===== src/rtl/dmem_port_arbiter_pkg.sv =====
// dmem_arb_pkg: owner encoding, starvation counter width and STARVE_LIMIT range shared by the arbiter files
// Contents: owner_e (OWN_NONE/OWN_CPU/OWN_DMA), STARVE_W, STARVE_LIMIT_MIN/MAX, clamp_limit()
package dmem_arb_pkg;
  typedef enum logic [1:0] {OWN_NONE = 2'd0, OWN_CPU = 2'd1, OWN_DMA = 2'd2} owner_e;
  localparam int STARVE_W = 4;
  localparam int STARVE_LIMIT_MIN = 1;
  localparam int STARVE_LIMIT_MAX = 15;
  // An out-of-range limit is pulled into 1..15 so the 4-bit counter can always reach it.
  function automatic logic [STARVE_W-1:0] clamp_limit(input int lim);
    return STARVE_W'(lim < STARVE_LIMIT_MIN ? STARVE_LIMIT_MIN : lim > STARVE_LIMIT_MAX ? STARVE_LIMIT_MAX : lim);
  endfunction
endpackage


===== src/rtl/dmem_port_arbiter_if.sv =====
// dmem_port_arbiter_if: MW-stage, DMA and data_mem signals around the data memory arbiter
// slave  : arbiter side (takes cpu_*/dma_* requests and mem_rdata, drives grants, stall and mem_*)
// master : environment side (pipeline, DMA engine and data_mem)
interface dmem_port_arbiter_if #(
  parameter int ADDR_W = 32,
  parameter int DATA_W = 32
);
  logic              cpu_mem_read;
  logic              cpu_mem_write;
  logic [ADDR_W-1:0] cpu_addr;
  logic [DATA_W-1:0] cpu_wdata;
  logic [DATA_W-1:0] cpu_rdata;
  logic              cpu_stall;
  logic              dma_req;
  logic              dma_we;
  logic [ADDR_W-1:0] dma_addr;
  logic [DATA_W-1:0] dma_wdata;
  logic              dma_gnt;
  logic [DATA_W-1:0] dma_rdata;
  logic              dma_rvalid;
  logic [ADDR_W-1:0] mem_addr;
  logic [DATA_W-1:0] mem_wdata;
  logic              mem_read;
  logic              mem_write;
  logic [DATA_W-1:0] mem_rdata;
  modport slave (
    input  cpu_mem_read, cpu_mem_write, cpu_addr, cpu_wdata, dma_req, dma_we, dma_addr, dma_wdata, mem_rdata,
    output cpu_rdata, cpu_stall, dma_gnt, dma_rdata, dma_rvalid, mem_addr, mem_wdata, mem_read, mem_write
  );
  modport master (
    output cpu_mem_read, cpu_mem_write, cpu_addr, cpu_wdata, dma_req, dma_we, dma_addr, dma_wdata, mem_rdata,
    input  cpu_rdata, cpu_stall, dma_gnt, dma_rdata, dma_rvalid, mem_addr, mem_wdata, mem_read, mem_write
  );
endinterface


===== src/rtl/dmem_port_arbiter_starve_counter.sv =====
// arb_starve_counter: counts consecutive denied DMA cycles and raises force_dma when the limit is reached
// Ports: clk, reset (async, active-high), dma_req, dma_gnt in; force_dma out (registered)
module arb_starve_counter
  import dmem_arb_pkg::*;
#(
  parameter int STARVE_LIMIT = 4
) (
  input  logic clk,
  input  logic reset,
  input  logic dma_req,
  input  logic dma_gnt,
  output logic force_dma
);
  localparam logic [STARVE_W-1:0] LIM = clamp_limit(STARVE_LIMIT);
  logic [STARVE_W-1:0] cnt, cnt_nxt;
  logic force_nxt;
  // A grant or a withdrawn request drops the force; otherwise it latches once the count hits the limit.
  always_comb begin
    cnt_nxt = dma_gnt ? '0 : dma_req ? cnt + 1'b1 : cnt;
    force_nxt = dma_req & ~dma_gnt & (force_dma | (cnt_nxt >= LIM));
  end
  always_ff @(posedge clk or posedge reset) begin
    if (reset) begin
      cnt <= '0;
      force_dma <= 1'b0;
    end else begin
      cnt <= cnt_nxt;
      force_dma <= force_nxt;
    end
  end
endmodule


===== src/rtl/dmem_port_arbiter.sv =====
// dmem_port_arbiter: shares data_mem between the MW stage (priority) and a DMA/debug requester
// Ports: clk, reset (async, active-high); bus (dmem_port_arbiter_if.slave) carrying cpu_*, dma_*, mem_*
// Optional: DMEM_ARB_STATS_EN adds stat_dma_grants / stat_cpu_stalls (16-bit saturating) outputs
module dmem_port_arbiter
  import dmem_arb_pkg::*;
#(
  parameter int ADDR_W       = 32,
  parameter int DATA_W       = 32,
  parameter int STARVE_LIMIT = 4
) (
  input  logic clk,
  input  logic reset,
  dmem_port_arbiter_if.slave bus
`ifdef DMEM_ARB_STATS_EN
  ,
  output logic [15:0] stat_dma_grants,
  output logic [15:0] stat_cpu_stalls
`endif
);
  owner_e owner;
  logic cpu_act, force_dma, gnt, stall, rd, wr, rvalid_q;
  logic [ADDR_W-1:0] addr_mux;
  logic [DATA_W-1:0] wdata_mux, rdata_q;
  always_comb begin
    cpu_act = bus.cpu_mem_read | bus.cpu_mem_write;
    owner = (bus.dma_req & (force_dma | ~cpu_act)) ? OWN_DMA : cpu_act ? OWN_CPU : OWN_NONE;
    gnt = owner == OWN_DMA;
    stall = gnt & cpu_act;
    addr_mux = gnt ? bus.dma_addr : owner == OWN_CPU ? bus.cpu_addr : '0;
    wdata_mux = gnt ? bus.dma_wdata : owner == OWN_CPU ? bus.cpu_wdata : '0;
    rd = gnt ? ~bus.dma_we : owner == OWN_CPU & bus.cpu_mem_read;
    wr = gnt ? bus.dma_we : owner == OWN_CPU & bus.cpu_mem_write;
  end
  assign bus.mem_addr = addr_mux;
  assign bus.mem_wdata = wdata_mux;
  assign bus.mem_read = rd;
  assign bus.mem_write = wr;
  assign bus.dma_gnt = gnt;
  assign bus.cpu_stall = stall;
  assign bus.cpu_rdata = bus.mem_rdata;
  assign bus.dma_rdata = rdata_q;
  assign bus.dma_rvalid = rvalid_q;
  arb_starve_counter #(.STARVE_LIMIT(STARVE_LIMIT)) u_starve (
    .clk(clk),
    .reset(reset),
    .dma_req(bus.dma_req),
    .dma_gnt(gnt),
    .force_dma(force_dma)
  );
  always_ff @(posedge clk or posedge reset) begin
    if (reset) begin
      rvalid_q <= 1'b0;
      rdata_q <= '0;
    end else begin
      rvalid_q <= gnt & ~bus.dma_we;
      if (gnt & ~bus.dma_we) rdata_q <= bus.mem_rdata;
    end
  end
`ifdef DMEM_ARB_STATS_EN
  always_ff @(posedge clk or posedge reset) begin
    if (reset) begin
      stat_dma_grants <= '0;
      stat_cpu_stalls <= '0;
    end else begin
      if (gnt & ~&stat_dma_grants) stat_dma_grants <= stat_dma_grants + 16'd1;
      if (stall & ~&stat_cpu_stalls) stat_cpu_stalls <= stat_cpu_stalls + 16'd1;
    end
  end
`endif
endmodule


===== src/flat_wrapper.sv =====
// flat-port wrapper written by rule: the top's interface ports become plain ports
module dmem_port_arbiter_flat import dmem_arb_pkg::*;
#(
  parameter int ADDR_W       = 32,
  parameter int DATA_W       = 32,
  parameter int STARVE_LIMIT = 4
)
  (clk, reset, bus_cpu_mem_read, bus_cpu_mem_write, bus_cpu_addr, bus_cpu_wdata, bus_dma_req, bus_dma_we, bus_dma_addr, bus_dma_wdata, bus_mem_rdata, bus_cpu_rdata, bus_cpu_stall, bus_dma_gnt, bus_dma_rdata, bus_dma_rvalid, bus_mem_addr, bus_mem_wdata, bus_mem_read, bus_mem_write);
  dmem_port_arbiter_if #(.ADDR_W(ADDR_W), .DATA_W(DATA_W)) bus_i ();
  input  logic clk;
  input  logic reset;
  input wire logic [$bits(bus_i.cpu_mem_read)-1:0] bus_cpu_mem_read;
  input wire logic [$bits(bus_i.cpu_mem_write)-1:0] bus_cpu_mem_write;
  input wire logic [$bits(bus_i.cpu_addr)-1:0] bus_cpu_addr;
  input wire logic [$bits(bus_i.cpu_wdata)-1:0] bus_cpu_wdata;
  input wire logic [$bits(bus_i.dma_req)-1:0] bus_dma_req;
  input wire logic [$bits(bus_i.dma_we)-1:0] bus_dma_we;
  input wire logic [$bits(bus_i.dma_addr)-1:0] bus_dma_addr;
  input wire logic [$bits(bus_i.dma_wdata)-1:0] bus_dma_wdata;
  input wire logic [$bits(bus_i.mem_rdata)-1:0] bus_mem_rdata;
  output wire logic [$bits(bus_i.cpu_rdata)-1:0] bus_cpu_rdata;
  output wire logic [$bits(bus_i.cpu_stall)-1:0] bus_cpu_stall;
  output wire logic [$bits(bus_i.dma_gnt)-1:0] bus_dma_gnt;
  output wire logic [$bits(bus_i.dma_rdata)-1:0] bus_dma_rdata;
  output wire logic [$bits(bus_i.dma_rvalid)-1:0] bus_dma_rvalid;
  output wire logic [$bits(bus_i.mem_addr)-1:0] bus_mem_addr;
  output wire logic [$bits(bus_i.mem_wdata)-1:0] bus_mem_wdata;
  output wire logic [$bits(bus_i.mem_read)-1:0] bus_mem_read;
  output wire logic [$bits(bus_i.mem_write)-1:0] bus_mem_write;
  assign bus_i.cpu_mem_read = bus_cpu_mem_read;
  assign bus_i.cpu_mem_write = bus_cpu_mem_write;
  assign bus_i.cpu_addr = bus_cpu_addr;
  assign bus_i.cpu_wdata = bus_cpu_wdata;
  assign bus_i.dma_req = bus_dma_req;
  assign bus_i.dma_we = bus_dma_we;
  assign bus_i.dma_addr = bus_dma_addr;
  assign bus_i.dma_wdata = bus_dma_wdata;
  assign bus_i.mem_rdata = bus_mem_rdata;
  assign bus_cpu_rdata = bus_i.cpu_rdata;
  assign bus_cpu_stall = bus_i.cpu_stall;
  assign bus_dma_gnt = bus_i.dma_gnt;
  assign bus_dma_rdata = bus_i.dma_rdata;
  assign bus_dma_rvalid = bus_i.dma_rvalid;
  assign bus_mem_addr = bus_i.mem_addr;
  assign bus_mem_wdata = bus_i.mem_wdata;
  assign bus_mem_read = bus_i.mem_read;
  assign bus_mem_write = bus_i.mem_write;
  dmem_port_arbiter #(.ADDR_W(ADDR_W), .DATA_W(DATA_W), .STARVE_LIMIT(STARVE_LIMIT)) u_core (.clk(clk), .reset(reset), .bus(bus_i));
endmodule

===== config.mk =====
export PLATFORM = sky130hd
export DESIGN_NAME = dmem_port_arbiter_flat
export DESIGN_NICKNAME = d
export VERILOG_FILES = /design/src/rtl/dmem_port_arbiter_pkg.sv /design/src/rtl/dmem_port_arbiter_if.sv /design/src/rtl/dmem_port_arbiter_starve_counter.sv /design/src/rtl/dmem_port_arbiter.sv /design/src/flat_wrapper.sv
export SDC_FILE = /design/constraint.sdc
export NUM_CORES = 1
export LEC_CHECK = 0
export CORE_AREA = 2 2 117 119
export DETAILED_ROUTE_END_ITERATION = 8
export DIE_AREA = 0 0 119 121
export MAX_ROUTING_LAYER = met4
export SLEW_MARGIN = 15
export SYNTH_ARGS = -nofsm -noshare
export SYNTH_HDL_FRONTEND = slang
export SYNTH_SLANG_ARGS = --single-unit

===== constraint.sdc =====
create_clock -name clk -period 3.3 [get_ports clk]
set_input_delay 0.66 -clock clk [delete_from_list [all_inputs] [get_ports clk]]
set_output_delay 0.66 -clock clk [all_outputs]
set_load 0.005 [all_outputs]

==> summary.txt, run 1 <==
Global route
  • Congestion Overflow GR: 0
  • Total track usage: 17.6%
  • Vias in the first global route: 3,057
  • Pin count of the biggest net entering global routing: 37
  • First-pass GRT wire length: 18,500 microns
  • Initial antenna violation count: 0

STA
  • Final slew viol count: 0
  • Final min period: 3170 ps
  • Clock skew: 2.99 ps
  • Setup Viol. Count Final: 0
  • Final hold vios: 0
  • Final Cycle Share: 96.0%
  • RSZ-0062 raised after global routing: no
  • Fin Setup TNS: 0 ps
  • Slew HR: 54.3%
  • Max Fclk: 316 MHz
  • Final setup margin: 131 ps
  • Worst-Margin Slew: 685 ps

Synth
  • YS warnings: 0
  • Post-synthesis register bit count: 38
  • Synth top area cells: dfrtp_1 (37%), a22o_1 (22%), mux2_4 (16%)
  • Top-area cell type share of the netlist area: 37.1%
  • Yosys cell types: 26
  • Synthesized area: 2560 sq um
  • Cell taking the most area after synthesis: dfrtp_1
  • Cell count after synthesis: 213
  • Seq/Total Area, Yosys: 37.1%
  • Syn_nets: 380
  • Mean Syn Cell Area: 12.0 sq um

Clocking
  • Clock Tree Root: clkbuf_16
  • Hold bufs inserted after CTS: 0
  • Clock Pin Slew Worst Setup and Hold Paths: 60 ps
  • Total CTS buffers: 5
  • Clock Path Buffers: 2
  • TritonCTS clock tree: built
  • Postcts setup bufs: 0
  • Sink Count: 38
  • Clock latency on the worst-skew pair: 280 ps
  • CTS H-Tree Depth: 2
  • PostCTS Resize Cnt: 0

Drt
  • Initial DRC count: 133
  • DR vias: 2,865
  • Vias per cell: 4.37
  • 1st-pass router iterations: 5
  • DRC Markers: 0
  • Final WL: 12,900 microns
  • ANT nets after route: 0
  • DR WL/cell: 19.7 microns

Setup path
  • R2r setup slk: 1450 ps
  • R2r worst-path depth: 5
  • CP arrival: 2510 ps
  • CP Max Fanout: 30
  • Worst R2R Start: u_core.u_starve.force_dma
  • Startpoint types: input port
  • Worst r2r dst: u_core.bus.dma_rdata[1]
  • Worst setup EP type: primary output
  • Critical path class: input port to primary output
  • Worst EP required: 2640 ps

Place
  • DP Worst Slack: 137 ps
  • Placed cell count: 648
  • Post-detail-place hpwl: 10,400 microns
  • Port Buffers: 298
  • RePlAce Congestion: 0.915

Floorplanning
  • Placeable Area: 13,100 sq um
  • Die width: 119 microns
  • Die area: 14,400 sq um
  • I/O pins: 299
  • Starting Density: 19.6%
  • Die Ht: 121 microns
  • Rows: 42

Power
  • Leak Pwr: 0.00248 uW
  • Pwr dens: 549 nW/um^2
  • Power share of the combinational group: 53.3%
  • VDD IR max: 0.354 mV
  • Switching share of power: 27.1%
  • Power Internal: 2290 uW
  • Flop pwr share: 26.3%
  • Clock network power share: 20.4%
  • P_sw: 848 uW

Status
  • Outcome: complete, no violations

Finish
  • Layout cells sized above 1: 11.5%
  • Area Overhead vs Synth: 123%
  • Layout Cells excl Fill: 656
  • Fin nets: 646
  • Diode count: 0

Min path
  • Hold Startpoint: u_core.bus.dma_rdata[7]
  • Worst Hold Depth: 1
  • WHS Endpoint: u_core.bus.dma_rdata[7]
  • Min-delay worst type: register to register

Flow run
  • Number of max-cap violations: 0
[per-layer routing]
| layer | vias up | GRT usage (%) | wire (microns) |
|---|---|---|---|
| met5 | - | - | 0 |
| met4 | 0 | 4.84 | 228 |
| met3 | 14 | 4.75 | 1070 |
| met2 | 194 | 28.1 | 6100 |
| met1 | 1351 | 22.1 | 5550 |
| li1 | 1306 | - | - |
[power groups by stage]
stage	clock, uW	sequential (uW)	combinational (uW)
2_1_floorplan	0	822	631
3_3_place_gp	0	818	1670
3_5_place_dp	0	821	1680
4_1_cts	663	824	1690
5_1_grt	674	854	1770
6_report	639	823	1670
[worst max-delay path by stage]
stage,from,slack (ps),end
after floorplan,bus_dma_req,1190,bus_mem_addr[0]
after global placement,bus_cpu_mem_read,160,bus_mem_addr[4]
after detailed placement,bus_cpu_mem_read,140,bus_mem_addr[31]
after CTS,bus_cpu_mem_read,130,bus_mem_addr[31]
after global routing,bus_cpu_mem_read,30,bus_mem_addr[21]
final,bus_cpu_mem_read,130,bus_mem_addr[6]
[layout by cell type, fill, tap and decap left out]
cell type          n
ha_1               1
o21bai_4           1
dfrtp_1           38
nand3_1            1
buf_4              6
inv_1              4
a22o_1            64
o2bb2ai_1          2
a31oi_1            1
o21ai_0            4
clkdlybuf4s50_1  298
o311ai_0           1
o21ba_2            1
o21a_1             1
xor2_1             1
mux2i_1            1
mux2_2             5
inv_2              1
clkinv_4           1
nor2_1             2
nand3b_4           1
and3_1             1
bufinv_16          2
nand2_1            3
buf_12             4
clkbuf_16          5
a21oi_4            1
nand2b_1           2
mux2_4            27
[final cells by class]
| class | instances | area (sq um) |
|---|---|---|
| Clock buffer | 5 | 125 |
| Clock inverter | 3 | 68.8 |
| Fill cell | 1261 | 7370 |
| Inverter | 5 | 18.8 |
| Multi-Input combinational cell | 121 | 1220 |
| Sequential cell | 38 | 951 |
| Tap cell | 176 | 220 |
| Timing Repair Buffer | 308 | 3110 |
[critical path: stages]
cell             delay (ps)
clkdlybuf4s50_1         580
nor2_1                  120
a21oi_4                 210
buf_12                  210
a22o_1                  200
clkdlybuf4s50_1         520
[synthesized netlist by cell type]
master	number
a22o_1	64
nand2b_1	2
a21oi_4	1
buf_6	7
o21bai_4	1
o21ba_2	1
buf_2	10
nor2_1	2
mux2_4	27
and3_1	1
inv_1	4
xor2_1	1
mux2i_1	1
o21a_1	1
o311ai_0	1
nand3_1	1
buf_4	32
nand3b_4	1
o21ai_0	4
o2bb2ai_1	2
mux2_2	5
nand2_1	3
dfrtp_1	38
a31oi_1	1
ha_1	1
inv_2	1
[cells by family after synthesis]
logic type	count (synthesis)	synth area share, %
AOI/OAI and AO/OA	76	26.0
and+or+nand+nor	10	2.44
DFF	38	37.1
adders and majority gates	1	0.489
xor gates and xnor gates	1	0.342
muxes	33	18.4
buffers and inverters	54	15.2
[registers in the layout (all words and copies together), names as in the netlist]
name	count
u_core.u_starve.force_dma	1
u_core.bus.dma_rdata	32
u_core.u_starve.cnt	4
u_core.bus.dma_rvalid	1
[metrics by stage]
step	cell area [sq um]	util, %	hold slack, ps	total power (uW)
2_1_floorplan	2560	-	481	1450
3_3_place_gp	5520	42.2	490	2490
3_5_place_dp	5520	42.2	494	2500
4_1_cts	5710	43.7	516	3180
5_1_grt	5710	43.7	532	3300
6_report	5710	43.7	511	3130
No activity file was read; power rests on OpenSTA's default activity.
==> run 2, diff against run 1 <==
Settings changed: SLEW_MARGIN 15 to unset.
==> results of run 2 <==
Final layout, timing and power as in run 1 (identical DEF).
==> run 3, diff against run 2 <==
Settings changed: SLEW_MARGIN set to 30.
==> results of run 3 <==
Final layout, timing and power as in run 1 (identical DEF).
